## src/rtl/ps2_host_tx.sv

```systemverilog
`default_nettype none
// +--------------------------------------------------------------------------+
// | ps2_host_tx : sends one command byte to a PS/2 device, checks its ACK     |
// | Rev 1.0                                                                  |
// +--------------------------------------------------------------------------+
module ps2_host_tx #(
  parameter int INHIBIT_CYC = 10000,
  parameter int TIMEOUT_CYC = 2000000,
  parameter int FILT        = 8
) (
  input  logic       clk,
  input  logic       rst_n,
  input  logic [7:0] tx_data,
  input  logic       tx_req,
  input  logic       ps2_clk_i,
  input  logic       ps2_data_i,
  output logic       ps2_clk_oe,
  output logic       ps2_data_oe,
  output logic       tx_busy,
  output logic       tx_done,
  output logic       tx_err
);

  localparam int IW = $clog2(INHIBIT_CYC + 1);
  localparam int TW = $clog2(TIMEOUT_CYC + 1);
  localparam int FW = $clog2(FILT + 1);

  typedef enum logic [2:0] {
    S_IDLE      = 3'd0,
    S_INHIBIT   = 3'd1,
    S_SEND      = 3'd2,
    S_ACK       = 3'd3,
    S_WAIT_IDLE = 3'd4
  } state_t;

  logic          clk_s1_q, clk_s2_q, dat_s1_q, dat_s2_q;
  logic          clk_flt_q, clk_flt_d;
  logic [FW-1:0] flt_cnt_q, flt_cnt_d;
  logic          fe;

  state_t        state_q, state_d;
  logic [9:0]    frame_q, frame_d;
  logic [3:0]    idx_q, idx_d;
  logic [IW-1:0] inh_q, inh_d;
  logic [TW-1:0] to_q, to_d;
  logic          clk_oe_q, clk_oe_d;
  logic          data_oe_q, data_oe_d;
  logic          busy_q, busy_d;
  logic          done_q, done_d;
  logic          err_q, err_d;
  logic          timeout;

  // A new clock level is accepted only after FILT consecutive differing samples.
  always_comb begin
    clk_flt_d = clk_flt_q;
    flt_cnt_d = '0;
    if (clk_s2_q != clk_flt_q) begin
      if (flt_cnt_q == FW'(FILT - 1)) clk_flt_d = clk_s2_q;
      else                            flt_cnt_d = flt_cnt_q + 1'b1;
    end
  end

  assign fe      = clk_flt_q & ~clk_s2_q & (flt_cnt_q == FW'(FILT - 1));
  assign timeout = (to_q == TW'(TIMEOUT_CYC - 1));

  always_comb begin
    state_d   = state_q;
    frame_d   = frame_q;
    idx_d     = idx_q;
    inh_d     = inh_q;
    to_d      = '0;
    clk_oe_d  = clk_oe_q;
    data_oe_d = data_oe_q;
    busy_d    = busy_q;
    done_d    = 1'b0;
    err_d     = 1'b0;

    case (state_q)
      S_IDLE: begin
        clk_oe_d  = 1'b0;
        data_oe_d = 1'b0;
        if (tx_req) begin
          frame_d  = {1'b1, ~^tx_data, tx_data};
          busy_d   = 1'b1;
          clk_oe_d = 1'b1;
          inh_d    = '0;
          state_d  = S_INHIBIT;
        end
      end

      S_INHIBIT: begin
        inh_d = inh_q + 1'b1;
        if (inh_q == IW'(INHIBIT_CYC - 1)) begin
          clk_oe_d  = 1'b0;
          data_oe_d = 1'b1;
          idx_d     = '0;
          state_d   = S_SEND;
        end
      end

      S_SEND: begin
        to_d = to_q + 1'b1;
        if (fe) begin
          to_d      = '0;
          data_oe_d = ~frame_q[idx_q];
          idx_d     = idx_q + 4'd1;
          if (idx_q == 4'd9) state_d = S_ACK;
        end else if (timeout) begin
          clk_oe_d  = 1'b0;
          data_oe_d = 1'b0;
          busy_d    = 1'b0;
          err_d     = 1'b1;
          state_d   = S_IDLE;
        end
      end

      S_ACK: begin
        to_d = to_q + 1'b1;
        if (fe) begin
          to_d = '0;
          if (!dat_s2_q) begin
            state_d = S_WAIT_IDLE;
          end else begin
            busy_d  = 1'b0;
            err_d   = 1'b1;
            state_d = S_IDLE;
          end
        end else if (timeout) begin
          clk_oe_d  = 1'b0;
          data_oe_d = 1'b0;
          busy_d    = 1'b0;
          err_d     = 1'b1;
          state_d   = S_IDLE;
        end
      end

      S_WAIT_IDLE: begin
        to_d = to_q + 1'b1;
        if (clk_flt_q && dat_s2_q) begin
          busy_d  = 1'b0;
          done_d  = 1'b1;
          state_d = S_IDLE;
        end else if (timeout) begin
          clk_oe_d  = 1'b0;
          data_oe_d = 1'b0;
          busy_d    = 1'b0;
          err_d     = 1'b1;
          state_d   = S_IDLE;
        end
      end

      default: begin
        clk_oe_d  = 1'b0;
        data_oe_d = 1'b0;
        busy_d    = 1'b0;
        state_d   = S_IDLE;
      end
    endcase
  end

  // Synchronizers reset to the idle (released, high) bus level.
  always_ff @(posedge clk or negedge rst_n) begin
    if (!rst_n) begin
      clk_s1_q  <= 1'b1;
      clk_s2_q  <= 1'b1;
      dat_s1_q  <= 1'b1;
      dat_s2_q  <= 1'b1;
      clk_flt_q <= 1'b1;
      flt_cnt_q <= '0;
      state_q   <= S_IDLE;
      frame_q   <= '0;
      idx_q     <= '0;
      inh_q     <= '0;
      to_q      <= '0;
      clk_oe_q  <= 1'b0;
      data_oe_q <= 1'b0;
      busy_q    <= 1'b0;
      done_q    <= 1'b0;
      err_q     <= 1'b0;
    end else begin
      clk_s1_q  <= ps2_clk_i;
      clk_s2_q  <= clk_s1_q;
      dat_s1_q  <= ps2_data_i;
      dat_s2_q  <= dat_s1_q;
      clk_flt_q <= clk_flt_d;
      flt_cnt_q <= flt_cnt_d;
      state_q   <= state_d;
      frame_q   <= frame_d;
      idx_q     <= idx_d;
      inh_q     <= inh_d;
      to_q      <= to_d;
      clk_oe_q  <= clk_oe_d;
      data_oe_q <= data_oe_d;
      busy_q    <= busy_d;
      done_q    <= done_d;
      err_q     <= err_d;
    end
  end

  assign ps2_clk_oe  = clk_oe_q;
  assign ps2_data_oe = data_oe_q;
  assign tx_busy     = busy_q;
  assign tx_done     = done_q;
  assign tx_err      = err_q;

endmodule
`default_nettype wire
```

## config.mk

```make
export PLATFORM = sky130hd
export DESIGN_NAME = ps2_host_tx
export DESIGN_NICKNAME = d
export VERILOG_FILES = /design/src/rtl/ps2_host_tx.sv
export SDC_FILE = /design/constraint.sdc
export NUM_CORES = 1
export LEC_CHECK = 0
export ABC_AREA = 1
export ABC_CLOCK_PERIOD_IN_PS = 1500
export CORE_UTILIZATION = 54
export DETAILED_ROUTE_END_ITERATION = 8
export PLACE_DENSITY = 0.87
export SYNTH_ARGS = -nofsm -noshare
export SYNTH_HDL_FRONTEND = slang
export SYNTH_SLANG_ARGS = --single-unit
```

## constraint.sdc

```tcl
create_clock -name clk -period 1.5 [get_ports clk]
set_input_delay 0.3 -clock clk [delete_from_list [all_inputs] [get_ports clk]]
set_output_delay 0.3 -clock clk [all_outputs]
set_load 0.005 [all_outputs]
```

==> summary.md, run 1 <==
| Metric | Value |
|---|---|
| Status | complete, but fails checks |
| Failing checks | negative setup slack |
| DRC Markers | 0 |
| Via count | approximately 3400 |
| Post-synthesis sequential area ratio | around half |
| Share of cells above drive strength 1 | between 20% and 30% |
| Launching point of the worst reg2reg path | to_q[18] |
| Root buffer cell | clkbuf_8 |
| Fmax | 623.8 MHz |
| Die area | 6714 um^2 |
| Synth async-reset ratio | 100.0% |
| Core Util, Final | 75.89% |
| Clock transition at path regs | roughly 80 ps |
| Crit path required time | roughly 1800 ps |
| Post-Syn Instances | 434 |
| Reg area | around 1700 um^2 |
| Max cap viols | 0 |
| Initial core utilization | between 50% and 60% |
| Slew HR | 72.64% |
| Setup-failing EPs final | 16 |
| Number of global-route vias before repair | around 3100 |
| Layout area overhead | 32.52% |
| First-pass GRT wire length | 13190 um |
| H-tree Lvls | 3 |
| Lkg Pwr | between 2 and 2.5 nW |
| Finished Layout Cells | a little under 600 |
| Total Negative Setup Slacks | -886.7 ps |
| Worst Hold Path Cells | 1 |
| Critical path data arrival time | roughly 1900 ps |
| Gate power share | 39.6% |
| Worst-Skew Late Latency | about 360 ps |
| Least-Margin Pin Slew | 410.5 ps |
| Hold Crit Start | ps2_clk_i |
| GRT Resource Usage Total | 26.52% |
| Internal power | ~3.7 mW |
| R2r setup slk | -100 ps |
| Crit-path cells | nand2_1, inv_1, nand3_1, nor2_4, nand2_4, o211ai_1, nand3_1, nand2_1, nand2_1 |
| IO Pins | 18 |
| Switching share of power | about two fifths |
| Ys flop type | dfrtp_1 |
| Sequential Power Share | between 30% and 40% |
| Crit path launch type | flip-flop |
| RSZ-0062 raised after global routing | yes |
| Crit. End Element | flip-flop |
| Gr ovfl total | 0 |
| Die extent in y | a little over 80 um |
| Area leader, netlist | dfrtp_1 |
| Worst Hold Class | in -> reg |
| DR pass1 iterations | 5 |
| Final instance area | 4573 um^2 |
| Power share of the clock group | 21.6% |
| Min Tclk post-route | 1603 ps |
| Fin. Hold Viols | 0 |
| Commonest cells in the netlist | nand2_1 (95), inv_1 (65), dfrtp_1 (61) |
| Ys Warns | 0 |
| PwrDens | roughly 1300 nW/um^2 |
| Largest net degree at the start of global routing | 28 |
| Critical path fanouts, max | 7 |
| Total power | 6.056 mW |
| Crit path largest cell delay | about 430 ps |
| Seq cells post-synth | 66 |
| Psw | 2.357 mW |
| Initial antenna violation count | 0 |
| Syn Std Cell Area | approximately 3500 um^2 |
| Top post-synthesis cells by area | dfrtp_1 (44%), nand2_1 (10%), inv_1 (7.1%), nor2_1 (4.5%), o21ai_0 (4.4%) |
| CTS Buf Count | 9 |
| Clock Skews | approximately 14 ps |
| Ant diodes | 0 |
| Post-Syn Nets | between 400 and 500 |
| EDFF count, synth | 0 |
| Detailed Route Iter0 Violations | 360 |
| Wire per inst | about 16 um |
| Fill count | between 300 and 400 |
| Reg2Reg Depth | 9 |
| Yosys top cell area share | about 44% |
| Syn_area_per_cell | slightly below 8 um^2 |
| Die extent in x | just over 80 um |
| Clk sinks | 66 |
| Core region area | 6026 um^2 |
| Multi-input logic area | about 1900 um^2 |
| Slowest CP cell | dfrtp_1 |
| Area after DPL | 3949 um^2 |
| Setup CP Type | reg -> reg |
| Maximum buffer depth of the clock tree | 2 |
| Max-slew violation count | 0 |
| Detailed placement HPWL | ~5600 um |
| Final critical-path share of the clock period | 106.9% |
| Input/output buffers | 17 |
| CTS tree | yes |
| FP Rows | 28 |
| Via-to-Cell Ratio | 5.933 |
| Count leader, synth | nand2_1 |
| Final antenna-violating net count | 0 |
| Reg2Reg Capture Point | ps2_clk_oe |
| Crit path top cell by count | nand2_1 |
| Hold Path Sink | clk_s1_q |
| PnR worst setup slack | -103.0 ps |
| Yosys cell types | 32 |
| Max IR drop VDD | ~870 uV |
| Placed cells | 553 |
| Post-layout nets | 519 |
| Drt total wl | 9559 um |
| Placer Congestion | approximately 0.95 |
| Post-place setup slack | -120.5 ps |
| Worst hold margin | 344.2 ps |
-- registers in the layout, indices dropped and copies added, names as in the netlist --
name / count
tx_done: 1
clk_flt_q: 1
dat_s2_q: 1
tx_busy: 1
clk_s1_q: 1
inh_q: 14
state_q: 3
flt_cnt_q: 4
dat_s1_q: 1
to_q: 21
ps2_data_oe: 1
ps2_clk_oe: 1
frame_q: 10
tx_err: 1
idx_q: 4
clk_s2_q: 1
-- worst max-delay path, delay by kind of cell (launching register included) --
kind,cells,cell delay [ps]
AOI/OAI and AO/OA,1,130
and+or+nand+nor,7,800
buffers and inverters,1,130
DFF,1,430
-- power by group through the flow --
stage / logic [mW] / registers (mW) / clock network (mW)
after floorplan: 1.15 / 2.31 / 0
after global placement: 1.71 / 2.31 / 0
after detailed placement: 1.79 / 2.33 / 0
after CTS: 1.97 / 2.29 / 1.31
after global routing: 2.61 / 2.38 / 1.39
final: 2.40 / 2.35 / 1.31
-- what timing repair did --
action	CTS	global route
buffers inserted	5	5
endpoints found under the setup margin	28	55
hold endpoints to repair	13	0
pin swaps	8	16
resized for setup	32	76
hold buffers	1	0
-- logic make-up after synthesis --
family | synth area share (%)
AOI/OAI and AO/OA | 12.15
xor gates and xnor gates | 3.553
adders and majority gates | 2.175
buffers and inverters | 8.484
DFF | 48.04
and+or+nand+nor | 25.60
-- area by class of cell --
cell class                      instances  area share, %
Clock buffer                           12          3.174
Timing Repair Buffer                   61          11.82
Tap cell                               75          2.052
Clock inverter                          4         0.4378
Multi-Input combinational cell        295          40.60
Inverter                               67          5.609
Sequential cell                        66          36.31
-- placed cells by master (no fill, tap or decap), types with 4 or more instances in the layout --
cell type and n:
dfstp_2 5, xor2_1 5, nand4_1 8, o22ai_1 5, o21ai_0 25, dfrtp_1 59
inv_1 56, nor3_1 8, nand2_1 75, nor3_4 4, nor2_2 9, xnor2_1 9
buf_6 5, clkdlybuf4s50_1 12, inv_2 9, clkinv_2 4, nand2_4 12, nor2_1 30
buf_4 36, a21oi_1 21, nor2_4 6, nand3_1 22, nor3_2 4, clkbuf_8 10
a31oi_1 4, nand3_2 5, nand2_2 10
-- worst max-delay path by stage --
| stage | depth (start not counted) | to | start | slack (ps) |
|---|---|---|---|---|
| after floorplan | 9 | state_q[1] | clk_s2_q | 3 |
| after global placement | 9 | idx_q[2] | flt_cnt_q[0] | -50 |
| after CTS | 10 | state_q[1] | flt_cnt_q[0] | -60 |
| final | 9 | ps2_clk_oe | to_q[18] | -100 |
| after detailed placement | 6 | to_q[9] | state_q[2] | -120 |
| after global routing | 9 | ps2_clk_oe | to_q[18] | -180 |
-- per-layer routing --
metal	wire, um	track usage [%]	up-vias
met4	447	16.67	0
met1	3791	31.83	1630
met2	4611	42.31	195
met5	0	0	-
met3	708	6.778	58
li1	-	-	1558
(Power assumes the default switching activity.)
==> run 2, diff against run 1 <==
CORE_UTILIZATION = 57   (was 54)
DONT_BUFFER_PORTS = 1   (was default)
PLACE_DENSITY = 0.86   (was 0.87)
==> summary.md, run 2 (same netlist as run 1, synthesis figures left out) <==
| Metric | Value |
|---|---|
| Largest register FFs | 21 (unchanged) |
| Launching point of the worst reg2reg path | clk_s2_q |
| Failing checks | negative hold slack, negative setup slack |
| Wire per inst | 15.19 um (-7.8%) |
| Fmax | 652.9 MHz (+4.7%) |
| Most frequent cells in the layout | nand2_1 (82), dfrtp_1 (61), inv_1 (59), buf_4 (39), nor2_1 (32) |
| Max cap viols | 0 (unchanged) |
| Placer Congestion | 0.9136 (-3.5%) |
| Initial core utilization | 60.80% (+3.5 points) |
| Via count | 3169 (-7.9%) |
| Die extent in y | 79.81 um (-2.6%) |
| First-pass GRT wire length | 13080 um (-0.78%) |
| Least-Margin Pin Slew | 369.8 ps (-40.70 ps) |
| Post-layout nets | 502 (-3.3%) |
| Commonest non-fill, non-tap cell in the layout | nand2_1 |
| Lkg Pwr | 2.033 nW (-7.9%) |
| IO Pins | 18 (unchanged) |
| Drt total wl | 8508 um (-11%) |
| Largest net degree at the start of global routing | 67 (+140%) |
| Setup CP Type | reg -> reg |
| Total Negative Setup Slacks | -68.40 ps (+818.3 ps) |
| Max IR drop VDD | 926.0 uV (+6.1%) |
| Ant diodes | 0 (unchanged) |
| R2r setup slk | -30 ps (+70 ps) |
| Worst Hold Class | in -> async |
| Input/output buffers | 0 (-17) |
| Finished Layout Cells | 560 (-3.4%) |
| CTS tree | yes |
| Number of global-route vias before repair | 2960 (-5.4%) |
| FP Rows | 27 (-3.6%) |
| Min Tclk post-route | 1532 ps (-71.50 ps) |
| Biggest regs | to_q x21, inh_q x14, frame_q x10 |
| Reg2Reg Capture Point | ps2_clk_oe |
| Hold buffers post-CTS | 2 (+1) |
| Final antenna-violating net count | 0 (unchanged) |
| Clk sinks | 66 (unchanged) |
| CP startpoint | clk_s2_q |
| Setup-failing EPs final | 4 (-12) |
| Crit path launch type | flip-flop |
| Slew HR | 75.21% (+2.6 points) |
| DR pass1 iterations | 5 (unchanged) |
| Fill count | 385 (+4.6%) |
| Crit. End Element | flip-flop |
| H-tree Lvls | 3 (unchanged) |
| Fin. Hold Viols | 66 (+66) |
| Final critical-path share of the clock period | 102.1% (-4.8 points) |
| RSZ-0062 raised after global routing | yes |
| PnR worst setup slack | -31.53 ps (+71.50 ps) |
| Via-to-Cell Ratio | 5.659 (-4.6%) |
| Worst hold margin | -349.9 ps (-694.1 ps) |
| Reg2Reg Depth | 10 (+1) |
| Critical path fanouts, max | 4 (-3) |
| Detailed Route Iter0 Violations | 302 (-16%) |
| Placed cells | 532 (-3.8%) |
| DRC Markers | 0 (unchanged) |
| CTS Buf Count | 9 (unchanged) |
| Initial antenna violation count | 0 (unchanged) |
| Clock transition at path regs | 70 ps (about the same) |
| Biggest register | to_q |
| Maximum buffer depth of the clock tree | 2 (unchanged) |
| Die extent in x | 79.81 um (-2.6%) |
| Max-slew violation count | 0 (unchanged) |
| Area after DPL | 3747 um^2 (-5.1%) |
| Core region area | 5675 um^2 (-5.8%) |
| GRT Resource Usage Total | 26.99% (+0.47 points) |
| Clock Skews | 7.046 ps (-6.992 ps) |
| PwrDens | 1354 nW/um^2 (+2.2%) |
| Final instance area | 4279 um^2 (-6.4%) |
| Total power | 5.792 mW (-4.4%) |
| Gr ovfl total | 0 (unchanged) |
| Root buffer cell | clkbuf_8 |
| Crit path required time | 1730 ps (-20 ps) |
| Critical path data arrival time | 1760 ps (-100 ps) |
| Die area | 6369 um^2 (-5.1%) |
| Setup crit end | ps2_clk_oe |
| Worst-Skew Late Latency | 340 ps (-20 ps) |
| Layout area overhead | 24.00% |
| Share of cells above drive strength 1 | 25.00% (-3.5 points) |
| Status | complete, but fails checks |
| Detailed placement HPWL | 5385 um (-3.8%) |
## run 2: cell types whose count changed in the layout (fill, tap and decap cells not counted), sizes merged
cell | before | now
buf | 44 | 42
clkbuf | 12 | 14
clkdlybuf4s50 | 12 | 0
clkinv | 4 | 2
dlygate4sd2 | 3 | 0
dlygate4sd3 | 1 | 2
dlymetal6s2s | 1 | 0
## run 2: worst min-delay path by stage
stage	start	cells after the start	to	slack [ps]
5_1_grt	rst_n	0	to_q[0]	-370
3_3_place_gp	rst_n	0	to_q[9]	6
3_5_place_dp	rst_n	0	to_q[0]	6
4_1_cts	rst_n	0	frame_q[1]	-350
6_report	rst_n	0	to_q[0]	-350
2_1_floorplan	rst_n	0	flt_cnt_q[0]	4
## run 2: critical path, stage by stage, from the launching register on
cell     delay (ps)
dfstp_2         520
inv_1            50
ha_2            190
nand2_4          80
inv_1            70
nand2_2          90
nand2_2          70
a21oi_2         130
nand3_1          90
nand2_1          80
nand2_1          60
## run 2: repair_timing
item,CTS,global route
resized for setup,26,48
pin swaps,5,10
endpoints found under the hold margin,68,66
endpoints found under the setup margin,22,48
setup buffers,5,5
## run 2: per-stage QoR
| step | setup WS (ps) | utilization (%) |
|---|---|---|
| 2_1_floorplan | 2.570 | - |
| 3_3_place_gp | -61.26 | 66.03 |
| 3_5_place_dp | -125.6 | 66.03 |
| 4_1_cts | -41.27 | 71.76 |
| 5_1_grt | -101.6 | 75.40 |
| 6_report | -31.53 | 75.40 |
## run 2: power by group
| group | switching (mW) | internal [mW] |
|---|---|---|
| sequential | 0.256 | 2.11 |
| clock | 0.661 | 0.732 |
| combinational | 1.23 | 0.810 |
| total | 2.14 | 3.65 |
## run 2: per-layer routing
metal  global-route usage [%]  share of wire, %  vias up  routed length (um)
li1                         -                 -     1519                   -
met1                    34.28                43     1493                3674
met2                    43.25                48      130                4094
met3                    6.057               5.9       27                 504
met4                    13.57               2.8        0                 235
met5                        0                 0        -                   0
## run 2: cell type report
type                       count  area, um^2  share of cell area, %
inverter                      67       254.0                  5.936
clock inverter                 2       10.01                 0.2339
sequential                    66        1658                  38.74
tap                           72       90.09                  2.105
timing repair buffer          44       346.6                  8.099
multi-input combinational    295        1748                  40.85
clock buffer                  14       172.7                  4.035
==> run 3, diff against run 2 <==
--- a/constraint.sdc
+++ b/constraint.sdc
@@ -3,2 +3,2 @@
 set_output_delay 0.3 -clock clk [all_outputs]
-set_load 0.005 [all_outputs]
+set_load 0.02 [all_outputs]
==> summary.md, run 3 (same netlist as run 1, synthesis figures left out) <==
| Metric | Value |
|---|---|
| H-tree Lvls | 3 (unchanged) |
| Ant diodes | 0 (unchanged) |
| Most frequent cells in the layout | nand2_1 (78), dfrtp_1 (61), inv_1 (56), buf_4 (55), nor2_1 (30) |
| Die area | 6369 um^2 (unchanged) |
| Largest net degree at the start of global routing | 67 (unchanged) |
| Maximum buffer depth of the clock tree | 2 (unchanged) |
| Post-layout nets | 520 (+3.6%) |
| Number of global-route vias before repair | 3059 (+3.3%) |
| Clk sinks | 66 (unchanged) |
| Critical path data arrival time | 2050 ps (+290 ps) |
| Critical path fanouts, max | 3 (-1) |
| Largest register FFs | 21 (unchanged) |
| R2r setup slk | -270 ps (-240 ps) |
| PnR worst setup slack | -267.4 ps (-235.9 ps) |
| IO Pins | 18 (unchanged) |
| Min Tclk post-route | 1767 ps (+235.9 ps) |
| Layout area overhead | 29.44% |
| Biggest register | to_q |
| Multi-input logic area | 1809 um^2 (+3.5%) |
| Clock Skews | 8.997 ps (+1.951 ps) |
| Core Util, Final | 78.70% (+3.3 points) |
| Crit path launch type | flip-flop |
| Die extent in y | 79.81 um (unchanged) |
| Clock transition at path regs | 70 ps (about the same) |
| Crit-path cells | ha_4, nand3_4, nor2_2, nand2_2, nand2_2, nand2_1, nor3_2, nand2_1, nand2_1 |
| Placer Congestion | 0.9013 (-1.3%) |
| Failing checks | negative hold slack, negative setup slack |
| Worst hold margin | -361.4 ps (-11.49 ps) |
| Worst path top cell family by delay | simple AND/OR/NAND/NOR gates |
| Final instance area | 4467 um^2 (+4.4%) |
| Setup-failing EPs final | 30 (+26) |
| FP Rows | 27 (unchanged) |
| Lkg Pwr | 2.140 nW (+5.3%) |
| Share of cells above drive strength 1 | 30.50% (+5.5 points) |
| Area after DPL | 3762 um^2 (+0.40%) |
| Slew HR | 75.49% (+0.28 points) |
| Detailed Route Iter0 Violations | 348 (+15%) |
| CTS tree | yes |
| Initial antenna violation count | 0 (unchanged) |
| Final antenna-violating net count | 0 (unchanged) |
| Fin. Hold Viols | 66 (unchanged) |
| GRT Resource Usage Total | 27.54% (+0.55 points) |
| Max-slew violation count | 0 (unchanged) |
| Drt total wl | 10180 um (+20%) |
| Final critical-path share of the clock period | 117.8% (+16 points) |
| Commonest non-fill, non-tap cell in the layout | nand2_1 |
| Via count | 3500 (+10%) |
| Gr ovfl total | 0 (unchanged) |
| PwrDens | 1396 nW/um^2 (+3.1%) |
| Root buffer cell | clkbuf_8 |
| First-pass GRT wire length | 13410 um (+2.5%) |
| Core region area | 5675 um^2 (unchanged) |
| Max cap viols | 0 (unchanged) |
| Detailed placement HPWL | 5148 um (-4.4%) |
| Least-Margin Pin Slew | 365.6 ps (-4.129 ps) |
| Biggest regs | to_q x21, inh_q x14, frame_q x10 |
| Finished Layout Cells | 577 (+3.0%) |
| CTS Buf Count | 9 (unchanged) |
| Worst-Skew Late Latency | 350 ps (about the same) |
| Fill count | 329 (-15%) |
| Reg area | 1658 um^2 (unchanged) |
| Hold buffers post-CTS | 2 (unchanged) |
| Via-to-Cell Ratio | 6.066 (+7.2%) |
| Wire per inst | 17.63 um (+16%) |
| Fmax | 565.8 MHz (-13%) |
| DRC Markers | 0 (unchanged) |
| Initial core utilization | 60.80% (unchanged) |
| Worst Hold Class | in -> async |
| Placed cells | 534 (+0.38%) |
| Setup CP Type | reg -> reg |
| RSZ-0062 raised after global routing | yes |
| Crit path required time | 1780 ps (+50 ps) |
| Input/output buffers | 0 (unchanged) |
| Crit path largest cell delay | 400 ps (-120 ps) |
| WP buf/inv | 0 (-2) |
| DR pass1 iterations | 5 (unchanged) |
| Crit. End Element | flip-flop |
| Crit path top cell by count | nand2_1 |
| Max IR drop VDD | 957.5 uV (+3.4%) |
| Slowest CP cell | dfrtp_1 |
| Die extent in x | 79.81 um (unchanged) |
| Status | complete, but fails checks |
## run 3: changes by cell type in the layout (fill, tap and decap cells not counted), sizes merged
cell and change:
buf +18, clkbuf -2, clkinv +2, inv -1
## run 3: path summary, 6_finish.rpt
| kind | startpoint | end | cells after the start |
|---|---|---|---|
| hold reg to reg | dat_s1_q | dat_s2_q | 0 |
| setup / recovery | inh_q[1] | state_q[1] | 9 |
| setup reg to reg | inh_q[1] | state_q[1] | 9 |
| hold / removal | rst_n | to_q[0] | 0 |
| max in group asynchronous | rst_n | dat_s1_q | 0 |
| min in group clk | tx_data[4] | frame_q[4] | 2 |
## run 3: power by group
part           switching, mW  internal (mW)  leakage (nW)
sequential             0.305           2.11         0.869
combinational           1.47           1.01          1.18
clock                  0.667          0.673        0.0920
## run 3: cell type report
| class | instances | area share [%] |
|---|---|---|
| Multi-Input combinational cell | 295 | 40.50 |
| Tap cell | 72 | 2.017 |
| Inverter | 67 | 5.742 |
| Clock buffer | 12 | 3.473 |
| Timing Repair Buffer | 62 | 10.81 |
| Clock inverter | 3 | 0.3361 |
| Sequential cell | 66 | 37.11 |
## run 3: metrics by stage
stage                     hold WS [ps]  TNS [ps]  setup slack [ps]  power (mW)
after global placement           6.505    -210.8            -39.90       3.913
after floorplan                  4.409         0             1.108       3.495
after global routing            -378.9     -4874            -275.8       6.536
after detailed placement         6.040     -1275            -119.8       3.988
final                           -361.4     -2330            -267.4       6.236
after CTS                       -362.6    -237.9            -47.93       5.467
## run 3: timing repair
item | in CTS | in global routing
buffers inserted | 11 | 15
resized for setup | 35 | 60
pin swaps | 11 | 9
setup endpoints to repair | 24 | 51
endpoints found under the hold margin | 68 | 66
## run 3: layer usage
metal	global-route usage, %	share of wire, %	vias to the layer above
met5	0	0	-
met4	12.14	5.6	0
met3	6.057	9.5	67
met2	44.96	48	241
met1	35.02	37	1643
li1	-	-	1549
==> RTL edit 1 (flow settings as in run 2) <==
Reset style: synchronous (`rst_n`), changed in one clocked block.
--- a/src/rtl/ps2_host_tx.sv
+++ b/src/rtl/ps2_host_tx.sv
@@ -160,5 +160,5 @@
 
   // Synchronizers reset to the idle (released, high) bus level.
-  always_ff @(posedge clk or negedge rst_n) begin
+  always_ff @(posedge clk) begin
     if (!rst_n) begin
       clk_s1_q  <= 1'b1;
Check against the original RTL: differs if rst_n is asserted again (counterexample within 4 cycles, from zero or initial values and one cycle with rst_n low); with rst_n held inactive, the same outputs for 10 cycles.
==> RTL edit 1 against run 2 <==
Final area is 6.3% lower; critical path depth is 3 lower; fmax is 3.2% higher; clock skew is 0.0031 ns higher; global-route usage is 0.81 points lower; synthesized area is 0.98% lower; sequential cell count stayed put; routed wire length is 4.6% lower; count of clock-buffer cells in the layout is 3 lower; worst setup slack better by 0.048 ns; critical path type unchanged.
Power is not compared: it rests on default switching activity, and its combinational part moved more than twofold at a synthesized area within 25%.
==> RTL edit 1: results (changes against run 2) <==
- Met2 usage: 43.8% (+0.51 points)
- Max_slew headroom: 72.1% (-3.1 points)
- Wire length on met3: 498 um (-1.2%)
- Synth Area in Compound Gates: 13.7% (+1.5 points)
- Synth unique cells: 40 (+25%)
- Status: complete, no violations
- Largest net degree at the start of global routing: 23 (-66%)
- Syn_area_per_cell: 7.22 um2 (-9.1%)
- Largest stage delay on the critical path: 0.38 ns (-0.14 ns)
- First-pass GRT wire length: 12800 um (-2.2%)
- Worst Path Arrival: 1.71 ns (-0.05 ns)
- Setup Skew: 0.0101 ns (+0.00309 ns)
- Share of flip-flops with an asynchronous set or reset: 0% (-100 points)
- Slowest-stage cell, CP: dfxtp_1
- Min-delay worst type: input port to flip-flop
- DR WL/cell: 14.1 um (-7.2%)
- Layout cell share with drive strength beyond 1: 24.2% (-0.79 points)
- Synth Area in Adders: 2.20% (+0.022 points)
- Total GRT Usage: 26.2% (-0.81 points)
- Routed wl met2: 4200 um (+2.7%)
- Top delay family on crit path: simple AND/OR/NAND/NOR gates
- Post-synthesis xor/xnor area fraction: 2.82% (-0.73 points)
- Crit-path max FO: 5 (+1)
- Vias/cell: 5.65 (-0.17%)
- Fill count: 429 (+11%)
- DP Wirelength: 5330 um (-0.94%)
- Placed Cells: 551 (+3.6%)
RTL edit 1: path summary, 6_finish.rpt:
kind	start	to	slack, ns	cells past startpoint
worst max-delay path	to_q[19]$_SDFF_PN0_	state_q[0]$_SDFFE_PN0P_	0.02	7
worst min-delay path	ps2_data_i	dat_s1_q$_SDFF_PN1_	0.06	1
worst max register to register	to_q[19]$_SDFF_PN0_	state_q[0]$_SDFFE_PN0P_	0.02	7
worst min register to register	dat_s1_q$_SDFF_PN1_	dat_s2_q$_SDFF_PN1_	0.42	1
RTL edit 1: kinds of logic (layout without fill, tap and decap cells):
family,Yosys count,in the layout
simple gates,242,242
xor+xnor,11,11
compound gates,80,80
fa+ha+maj,6,6
flops,66,66
buf+inv,68,99
RTL edit 1: what timing repair did:
item | 4_1_cts | 5_1_grt
buffers inserted | 0 | 11
endpoints found under the setup margin | 5 | 47
endpoints found under the hold margin | 0 | 0
cloned | 0 | 0
gates resized for setup | 4 | 57
hold buffers | 0 | 0
pin swaps | 1 | 25
RTL edit 1: final cells by class:
cell class                 count  area share [%]
clock buffer                  11            3.77
clock inverter                 3           0.998
inverter                      60            5.80
multi-input combinational    339            48.9
sequential                    66            33.5
tap                           72            2.25
timing repair buffer          25            4.77
RTL edit 1: power by group:
group / total [mW] / internal, mW / switching [mW]
combinational: 0.895 / 0.343 / 0.553
clock: 1.48 / 0.834 / 0.649
sequential: 1.96 / 1.86 / 0.0985
total: 4.34 / 3.04 / 1.30
RTL edit 1: worst reg2reg max path, delay by kind of cell (launching register included):
family	cells	cell delay (ns)
compound gates	1	0.07
flops	1	0.38
simple gates	6	0.92
==> RTL edit 2 (flow settings as in run 2) <==
Made on the original files. Set the parameter `TIMEOUT_CYC` to 1000000 (it was 2000000).
--- a/src/rtl/ps2_host_tx.sv
+++ b/src/rtl/ps2_host_tx.sv
@@ -6,5 +6,5 @@
 module ps2_host_tx #(
   parameter int INHIBIT_CYC = 10000,
-  parameter int TIMEOUT_CYC = 2000000,
+  parameter int TIMEOUT_CYC = 1000000,
   parameter int FILT        = 8
 ) (
Behaviour: no difference found for any inputs over 10 cycles, from zero or initial values and one cycle with rst_n low; that may be too few to reach the edited logic, so the function may still have changed.
==> RTL edit 2 against run 2 <==
The run still ends with negative hold slack, negative setup slack left; first-iteration DRC count up 37%; worst hold slack worse by 0.017 ns; final cell count down 0.36%; power up 8.8%; routed wire length up 25%; core utilization up 3.3 points; final area up 3.8%; worst setup slack worse by 0.18 ns; synthesized area down 1.6%; sequential cell count down 1; highest routed layer unchanged.
==> RTL edit 2: results (changes against run 2) <==
- DP Wirelength: 5230 um (-2.9%)
- Largest net degree at the start of global routing: 66 (-1.5%)
- Largest stage delay on the critical path: 0.43 ns (-0.09 ns)
- Fill count: 296 (-23%)
- Worst setup margin: -0.209 ns (-0.177 ns)
- Setup TNS: -2.72 ns (-2.65 ns)
- Final GP Congestion: 0.859 (-5.9%)
- Met1 Usage GRT: 35.3% (+0.98 points)
- Post-CTS Setup Bufs: 11 (+6)
- CTS resizes: 38 (+46%)
- IO buf count: 0 (unchanged)
- Post-CTS Hold Buffers: 2 (unchanged)
- First-pass GRT wire length: 14100 um (+7.6%)
- Layout cell share with drive strength beyond 1: 33.7% (+8.7 points)
- Top post-synthesis cells by count: 82 x nand2_1, 62 x inv_1, 60 x dfrtp_1, 43 x nor2_1, 38 x nand3_1
- Status: complete, but fails checks
- Power Dens Cells: 1420 nW/um2 (+4.8%)
- Total GRT Usage: 29.8% (+2.8 points)
- Syn_area_per_cell: 8.15 um2 (+2.5%)
- Met2 usage: 49.8% (+6.6 points)
- Placed Cells: 517 (-2.8%)
- Reg-to-Reg Start: to_q[1]$_DFF_PN0_
- DR WL/cell: 19.1 um (+26%)
- Wire length on met3: 882 um (+75%)
- Setup Skew: 0.0134 ns (+0.00635 ns)
- Final std cells w/o fill: 558 (-0.36%)
- Capture point of the worst path: ps2_data_oe$_DFFE_PN0P_
- Worst Reg-to-Reg Cells: 11 (+1)
- DP Worst Slack: -0.160 ns (-0.0345 ns)
- Final setup fails: 34 (+30)
- Nets: 500 (-0.40%)
- Routed wl met2: 5240 um (+28%)
- Static Leakage: 2.12 nW (+4.1%)
- Synth top area cells: dfrtp_1 44%, nand2_1 9.1%, inv_1 6.9%
- Biggest regs: to_q: 20 flops, inh_q: 14 flops, frame_q: 10 flops
- Failing checks: negative hold slack, negative setup slack
- 1st-iter DRT viols: 415 (+37%)
- Vias in the first global route: 3109 (+5.0%)
- IR drop worst, VDD: 1.01 mV (+9.2%)
- Crit-path max FO: 7 (+3)
- First-pass iteration count of the detailed router: 6 (+1)
- M3 GR Usage: 7.13% (+1.1 points)
- CP Launch Point: to_q[1]$_DFF_PN0_
- Final hold vios: 65 (-1.5%)
- Slowest-stage cell, CP: dfrtp_1
- Final hold slack: -0.367 ns (-0.0172 ns)
- Seq/Total Area, Yosys: 48.1% (about the same)
- Dpl cell area: 3720 um2 (-0.77%)
- Top delay family on crit path: simple AND/OR/NAND/NOR gates
- Synth Net Count: 436 (-3.8%)
- Worst-margin pin slew: 0.414 ns (+0.0446 ns)
- Vias/cell: 6.15 (+8.7%)
- Met1 wire length: 3940 um (+7.1%)
- Crit Path Class: flip-flop to flip-flop
- Synth unique cells: 39 (+22%)
[RTL edit 2: changes by cell type after synthesis, moves of 4 or more]
cell,delta
nand3_1,+9
nand2_1,-13
nor3_1,-4
nand4_1,-5
a21oi_1,-8
[RTL edit 2: kinds of logic (layout without fill, tap and decap cells)]
family	Yosys count	in the layout	share of synthesized area [%]
simple gates	193	193	26.5
xor+xnor	13	13	3.35
mux	1	1	0.295
fa+ha+maj	6	6	2.21
flops	65	65	48.1
buf+inv	73	142	8.55
compound gates	66	66	11.0
[RTL edit 2: layout make-up]
| cell class | instances | share of cell area [%] |
|---|---|---|
| Clock buffer | 10 | 2.87 |
| Clock inverter | 6 | 0.789 |
| Inverter | 67 | 5.89 |
| Multi-Input combinational cell | 279 | 40.7 |
| Sequential cell | 65 | 36.8 |
| Tap cell | 72 | 2.03 |
| Timing Repair Buffer | 59 | 10.9 |
[RTL edit 2: power breakdown]
group          switching (mW)  internal [mW]  total [mW]
combinational            1.56           1.06        2.62
sequential              0.274           2.09        2.36
clock                   0.734          0.588        1.32
